==> src/rtl/iteration_sequencer_if.sv <==
// Request/response handshake between the iteration sequencer and its update engine.
// The master drives requests carrying the current estimate; the slave answers with a new value.
interface iteration_sequencer_if #(
  parameter int WIDTH = 8
);
  logic             req_valid;
  logic             req_ready;
  logic [WIDTH-1:0] est_val;
  logic             upd_valid;
  logic             upd_ready;
  logic [WIDTH-1:0] upd_val;

  modport master (
    output req_valid, est_val, upd_ready,
    input  req_ready, upd_valid, upd_val
  );

  modport slave (
    input  req_valid, est_val, upd_ready,
    output req_ready, upd_valid, upd_val
  );
endinterface

==> src/rtl/iteration_sequencer.sv <==
// Iterative-solve sequencer: sends the estimate out, takes back a new one and stops on convergence or limit.
// Optional stall watchdog in WAIT is enabled by defining ITERSEQ_STALL_WDOG_EN.
module iteration_sequencer #(
  parameter int WIDTH  = 8,
  parameter int ITER_W = 8
) (
  input  logic                clk,
  input  logic                rst,
  input  logic                start,
  input  logic [WIDTH-1:0]    seed,
  input  logic [WIDTH-1:0]    err_tol,
  input  logic [WIDTH-1:0]    min_tol,
  input  logic [ITER_W-1:0]   max_iter,
  iteration_sequencer_if.master bus,
  output logic                busy,
  output logic                done,
  output logic                conv_flag,
  output logic                timeout,
  output logic [ITER_W-1:0]   iter_cnt
);

  typedef enum logic [2:0] {IDLE, ISSUE, WAIT, CHECK, FINISH} state_t;

  state_t                   state;
  logic                     req_valid;
  logic                     upd_ready;
  logic [WIDTH-1:0]         est_val;
  logic [WIDTH-1:0]         new_val;
  logic signed [WIDTH-1:0]  err_tol_lat;
  logic signed [WIDTH-1:0]  min_tol_lat;
  logic [ITER_W-1:0]        max_iter_lat;
  logic [ITER_W-1:0]        iter_next;
`ifdef ITERSEQ_STALL_WDOG_EN
  logic [3:0]               wdog;
`endif

  // The low WIDTH bits of the (WIDTH+1)-bit zero-extended difference equal a plain WIDTH-bit subtraction.
  function automatic logic converged(input logic [WIDTH-1:0] old_v,
                                     input logic [WIDTH-1:0] new_v,
                                     input logic signed [WIDTH-1:0] hi,
                                     input logic signed [WIDTH-1:0] lo);
    logic signed [WIDTH-1:0] delta;
    delta = signed'(old_v - new_v);
    return (delta < hi) && (delta > lo);
  endfunction

  assign iter_next     = iter_cnt + ITER_W'(1);
  assign bus.req_valid = req_valid;
  assign bus.upd_ready = upd_ready;
  assign bus.est_val   = est_val;

  // Operand registers: only meaningful while a solve is active, so they carry no reset.
  always_ff @(posedge clk) begin
    if (state == IDLE && start) begin
      err_tol_lat  <= signed'(err_tol);
      min_tol_lat  <= signed'(min_tol);
      max_iter_lat <= max_iter;
    end
    if (state == WAIT && bus.upd_valid) begin
      new_val <= bus.upd_val;
    end
  end

  always_ff @(posedge clk or posedge rst) begin
    if (rst) begin
      state     <= IDLE;
      est_val   <= '0;
      iter_cnt  <= '0;
      req_valid <= 1'b0;
      upd_ready <= 1'b0;
      busy      <= 1'b0;
      done      <= 1'b0;
      conv_flag <= 1'b0;
      timeout   <= 1'b0;
`ifdef ITERSEQ_STALL_WDOG_EN
      wdog      <= 4'd0;
`endif
    end else begin
      case (state)
        IDLE: begin
          if (start) begin
            est_val   <= seed;
            iter_cnt  <= '0;
            conv_flag <= 1'b0;
            timeout   <= 1'b0;
            req_valid <= 1'b1;
            busy      <= 1'b1;
            state     <= ISSUE;
          end
        end
        ISSUE: begin
          if (bus.req_ready) begin
            req_valid <= 1'b0;
            upd_ready <= 1'b1;
            state     <= WAIT;
`ifdef ITERSEQ_STALL_WDOG_EN
            wdog      <= 4'd0;
`endif
          end
        end
        WAIT: begin
          if (bus.upd_valid) begin
            upd_ready <= 1'b0;
            state     <= CHECK;
          end
`ifdef ITERSEQ_STALL_WDOG_EN
          // Fifteenth consecutive stalled cycle abandons the solve without counting an iteration.
          else if (wdog == 4'd14) begin
            upd_ready <= 1'b0;
            timeout   <= 1'b1;
            done      <= 1'b1;
            state     <= FINISH;
          end else begin
            wdog <= wdog + 4'd1;
          end
`endif
        end
        CHECK: begin
          iter_cnt <= iter_next;
          est_val  <= new_val;
          if (converged(est_val, new_val, err_tol_lat, min_tol_lat)) begin
            conv_flag <= 1'b1;
            done      <= 1'b1;
            state     <= FINISH;
          end else if (iter_next == max_iter_lat) begin
            timeout <= 1'b1;
            done    <= 1'b1;
            state   <= FINISH;
          end else begin
            req_valid <= 1'b1;
            state     <= ISSUE;
          end
        end
        FINISH: begin
          done  <= 1'b0;
          busy  <= 1'b0;
          state <= IDLE;
        end
        default: state <= IDLE;
      endcase
    end
  end

endmodule

==> src/flat_wrapper.sv <==
// flat-port wrapper written by rule: the top's interface ports become plain ports
module iteration_sequencer_flat 
#(
  parameter int WIDTH  = 8,
  parameter int ITER_W = 8
)
  (clk, rst, start, seed, err_tol, min_tol, max_iter, busy, done, conv_flag, timeout, iter_cnt, bus_req_valid, bus_est_val, bus_upd_ready, bus_req_ready, bus_upd_valid, bus_upd_val);
  iteration_sequencer_if #(.WIDTH(WIDTH)) bus_i ();
  input  logic clk;
  input  logic rst;
  input  logic start;
  input  logic [WIDTH-1:0] seed;
  input  logic [WIDTH-1:0] err_tol;
  input  logic [WIDTH-1:0] min_tol;
  input  logic [ITER_W-1:0] max_iter;
  output logic busy;
  output logic done;
  output logic conv_flag;
  output logic timeout;
  output logic [ITER_W-1:0] iter_cnt;
  output wire logic [$bits(bus_i.req_valid)-1:0] bus_req_valid;
  output wire logic [$bits(bus_i.est_val)-1:0] bus_est_val;
  output wire logic [$bits(bus_i.upd_ready)-1:0] bus_upd_ready;
  input wire logic [$bits(bus_i.req_ready)-1:0] bus_req_ready;
  input wire logic [$bits(bus_i.upd_valid)-1:0] bus_upd_valid;
  input wire logic [$bits(bus_i.upd_val)-1:0] bus_upd_val;
  assign bus_req_valid = bus_i.req_valid;
  assign bus_est_val = bus_i.est_val;
  assign bus_upd_ready = bus_i.upd_ready;
  assign bus_i.req_ready = bus_req_ready;
  assign bus_i.upd_valid = bus_upd_valid;
  assign bus_i.upd_val = bus_upd_val;
  iteration_sequencer #(.WIDTH(WIDTH), .ITER_W(ITER_W)) u_core (.clk(clk), .rst(rst), .start(start), .seed(seed), .err_tol(err_tol), .min_tol(min_tol), .max_iter(max_iter), .bus(bus_i), .busy(busy), .done(done), .conv_flag(conv_flag), .timeout(timeout), .iter_cnt(iter_cnt));
endmodule
==> config.mk <==
export PLATFORM = sky130hd
export DESIGN_NAME = iteration_sequencer_flat
export DESIGN_NICKNAME = d
export VERILOG_FILES = /design/src/rtl/iteration_sequencer_if.sv /design/src/rtl/iteration_sequencer.sv /design/src/flat_wrapper.sv
export SDC_FILE = /design/constraint.sdc
export NUM_CORES = 1
export LEC_CHECK = 0
export CORE_MARGIN = 2
export CORE_UTILIZATION = 46
export CTS_CLUSTER_DIAMETER = 30
export DETAILED_ROUTE_END_ITERATION = 12
export PLACE_DENSITY = 0.79
export SLEW_MARGIN = 20
export SYNTH_ARGS = -nofsm -noshare
export SYNTH_HDL_FRONTEND = slang
export SYNTH_SLANG_ARGS = --single-unit
==> constraint.sdc <==
create_clock -name clk -period 3.3 [get_ports clk]
set_input_delay 0.495 -clock clk [delete_from_list [all_inputs] [get_ports clk]]
set_output_delay 0.495 -clock clk [all_outputs]
set_load 0.05 [all_outputs]
==> impl_metrics.csv <==
group,metric,value,unit
logic_synthesis,postSynthRegisterBits,57,
sta,setup_viol_count_final,0,
sta,clock_skew,4.743,ps
clock_tree,clock_pin_slew_worst_setup_and_hold_paths,70,ps
finish,fillers,493,
finish,num-nets-final,438,
logic_synthesis,postSynth.topFlopCell,"sky130_fd_sc_hd__edfxtp_1",
sta,fin_crit_sh,0.9790,
flow_run,cap_viol_max_count,0,
power_and_ir_drop,switching_share,0.4486,
die,die_x_extent,85.52,µm
route,drc,0,
grt,grt_overflow_total,0,
logic_synthesis,post_synth_inst_count,290,
critical_path,kind_of_capture_point_of_the_worst_setup_path,"flop",
sta,worst_hold_margin,524.7,ps
placed_design,place.detailed.hpwl,4.997,mm
sta,worst_relative_slew_slack,0.3401,
power_and_ir_drop,power_density,1037,nW/µm²
route,drtAntennaViolNets,0,
grt,wire_length_of_the_first_global_routing_pass,11.34,mm
critical_path,setup.worst_path.start_class,"flop",
placed_design,place_ws,-151.4,ps
hold_path,hp-class,"flop to flop",
sta,timing.final.crit_period,3231,ps
route,drtIter0Drc,175,
logic_synthesis,synth_top_family_by_area,"compound AO/OA/AOI/OAI gates",
die,design.portCount,67,
clock_tree,clockRootBuffer,"sky130_fd_sc_hd__clkbuf_8",
die,die_height,85.52,µm
logic_synthesis,syn-num-nets,359,
power_and_ir_drop,power.sequential.fraction,0.268,
critical_path,setup.worst_path.class,"flop to flop",
critical_path,worst_path_largest_cell_delay,420,ps
finish,areaGrowthSynthToFinish,35.08,%
logic_synthesis,post-synth-top-count-cell,"sky130_fd_sc_hd__inv_1",
logic_synthesis,compound_cell_area_share_of_the_yosys_netlist,0.1412,
clock_tree,cts-root-to-sink-buffers,2,
grt,grt_pass1_vias,2391,
sta,max_freq,309.5,MHz
route,route.vias.total,2451,
power_and_ir_drop,ir_drop,0.6128,mV
clock_tree,cts_tree,"built",
logic_synthesis,proportion_of_synthesized_area_in_mux_cells,0.006549,
critical_path,critical_path_arrival,3460,ps
logic_synthesis,postSynth.asyncResetShare,0.4386,
grt,grt_antenna_before_repair,0,
power_and_ir_drop,p_comb_frac,0.582,
die,dieArea,7313,µm²
logic_synthesis,synth.yosys.seq_area_share,0.5190,
clock_tree,latest_clock_arrival_within_the_worst_skew_pair,340,ps
status,outcome,"complete, no violations",
critical_path,required,3530,ps
die,core-area,6386,µm²
logic_synthesis,synthesis.yosys.warnings,0,
sta,report.final.hold_viol_count,0,
sta,grt_setup_unrepaired,"yes",
placed_design,place.detailed.instances,433,
route,via_per_inst,5.435,
finish,n_diodes,0,
logic_synthesis,yosys.area_share.xor_xnor,0.04585,
sta,tightestPinTransition,988.7,ps
logic_synthesis,synth_fa_ha_area_frac,0.1007,
power_and_ir_drop,power.share.clock,0.149,
logic_synthesis,yosys.cell_types.count,46,
logic_synthesis,syn_avg_cell_area,10.54,µm²
route,finalWirelength,7.009,mm
die,initial_core_utilization,0.4786,
hold_path,hold_path.startpoint,"u_core.timeout",
logic_synthesis,number_of_synthesized_flops_with_an_enable_pin,32,
grt,global_route.usage.total,0.2026,
critical_path,r2r-start,"u_core.new_val[1]",
finish,fin_util,0.6466,
grt,grt_max_degree,26,
power_and_ir_drop,internal_power,2.360,mW
finish,final-instance-count-excl-fill,451,
clock_tree,cts_inserted_buffers,9,
logic_synthesis,synth_top_cell_by_area,"sky130_fd_sc_hd__edfxtp_1",
finish,drive_above_1_share,0.1417,
placed_design,buffer_ports.inserted,66,
critical_path,crit_path_cell_trace,"inv_1 -> ha_1 -> a21o_1 -> a21oi_2 -> a2bb2oi_2 -> nor2b_1 -> xnor2_1 -> ha_1 -> a21o_1 -> a2111oi_4 -> a211oi_4 -> and2_1 -> o31a_2",
logic_synthesis,synth_top_cells_by_area,"sky130_fd_sc_hd__edfxtp_1 31%, sky130_fd_sc_hd__dfrtp_1 20%, sky130_fd_sc_hd__ha_1 9.4%, sky130_fd_sc_hd__inv_1 4.1%, sky130_fd_sc_hd__nor2_1 3.4%",
sta,setup_ws,69.15,ps
sta,slew_violations,0,
logic_synthesis,synthDominantCellAreaShare,0.3144,
logic_synthesis,post_synth_and_or_nand_nor_area_fraction,0.1269,
critical_path,timing.critical_path.fanout_max,3,
critical_path,critical_path_slowest_stage_cell,"sky130_fd_sc_hd__a2111oi_4",
die,rows,29,
placed_design,gp_routability_congestion,0.8458,
critical_path,crit_path_start,"u_core.new_val[1]",
power_and_ir_drop,switching_power,1.920,mW
logic_synthesis,post_syn_area,3057,µm²
logic_synthesis,synth_top_cells_by_count,"33 x sky130_fd_sc_hd__inv_1, 32 x sky130_fd_sc_hd__edfxtp_1, 28 x sky130_fd_sc_hd__nor2_1, 25 x sky130_fd_sc_hd__dfrtp_1, 23 x sky130_fd_sc_hd__ha_1",
route,post_drt_wl_per_cell,15.54,µm
route,drt_first_pass_iters,5,
clock_tree,clkSinkCount,57,
power_and_ir_drop,p_leak,1.711,nW
clock_tree,clock_tree.htree_level_count,3,
## what timing repair did
action | in CTS | in global routing
pin swaps | 2 | 6
resized for setup | 4 | 14
setup buffers | 0 | 2
endpoints found under the hold margin | 0 | 0
endpoints found under the setup margin | 6 | 6
hold buffers | 0 | 0
## flip-flops by register name, indices dropped and copies added, names as in the netlist
name                  count
u_core.timeout            1
u_core.conv_flag          1
u_core.min_tol_lat        8
u_core.busy               1
u_core.bus.req_valid      1
u_core.done               1
u_core.iter_cnt           8
u_core.err_tol_lat        8
u_core.bus.est_val        8
u_core.bus.upd_ready      1
u_core.state              3
u_core.max_iter_lat       8
u_core.new_val            8
## layout by cell type (no fill, tap or decap), drive strengths merged, types with 2 or more instances in the layout
cell type      netlist  final
nor2                28     28
and2b                2      2
and3                 2      2
a21oi               17     17
buf                  6     12
mux2i                2      2
nand2               22     22
nand3                6      6
nor2b                2      2
xor2                 7      7
or3                  2      2
nor3                 4      4
a211oi               4      4
nand4                4      4
edfxtp              32     32
and4                 2      2
o21ai               16     16
clkbuf               4      9
a31oi                4      4
a21o                 6      6
clkinv               0      3
dfrtp               25     25
ha                  23     23
xnor2                9      9
and2                 3      3
inv                 33     33
o22ai                8      8
o31ai                4      4
clkinvlp             0      3
clkdlybuf4s50        0     66
## worst paths after layout
check                                   endpoint  slack, ps  depth (start not counted)
max                                  u_core.done         70                         13
min                               u_core.timeout        520                          1
max reg2reg                          u_core.done         70                         13
min reg2reg                       u_core.timeout        520                          1
max in group asynchronous  u_core.bus.est_val[1]       1950                          2
min in group asynchronous  u_core.bus.est_val[2]        680                          2
## worst max-delay path: cells and delay by family (launching register included)
family          cells  cell delay, ps
compound gates      7            1590
fa+ha+maj           2             520
flops               1             390
simple gates        2             360
xor+xnor            1             170
buf+inv             1              90
## layout make-up
type,count,area [µm²],area share
clock buffers,9,123.9,0.03000
multi-input cells,190,1374,0.3327
flip-flops and latches,57,1589,0.3848
inverters,33,123.9,0.03000
repair buffers,78,750.7,0.1818
well taps,77,96.34,0.02333
clock inverters,7,71.32,0.01727
## through the flow
step | power [mW] | area, µm² | setup TNS, ps
floorplan | 2.678 | 3059 | 0
global placement | 3.245 | 3832 | 0
detailed placement | 3.332 | 3832 | -309.9
CTS | 4.055 | 4045 | 0
global route | 4.587 | 4129 | -141.1
finish | 4.280 | 4129 | 0
## power groups by stage
stage / Clock (mW) / Combinational, mW / Sequential [mW]
floorplan: 0 / 1.25 / 1.42
CTS: 0.659 / 2.25 / 1.15
finish: 0.639 / 2.49 / 1.15
detailed placement: 0 / 2.17 / 1.16
global placement: 0 / 2.10 / 1.14
global route: 0.690 / 2.72 / 1.17
## layer usage
layer  global-route usage  up-vias  part of all wire
met5                    0        -                 0
met4              0.09235        0             0.022
met3              0.06352       12             0.069
met2               0.3146       87              0.48
met1               0.2605     1164              0.43
li1                     -     1188                 -
## cell families (layout without fill, tap and decap cells)
kind of cell	Yosys count	in the layout
and+or+nand+nor	80	80
muxes	2	2
buffers and inverters	43	127
DFF	57	57
xor gates and xnor gates	16	16
AOI/OAI and AO/OA	68	68
adders and majority gates	24	24
No activity file was read; power rests on OpenSTA's default activity.
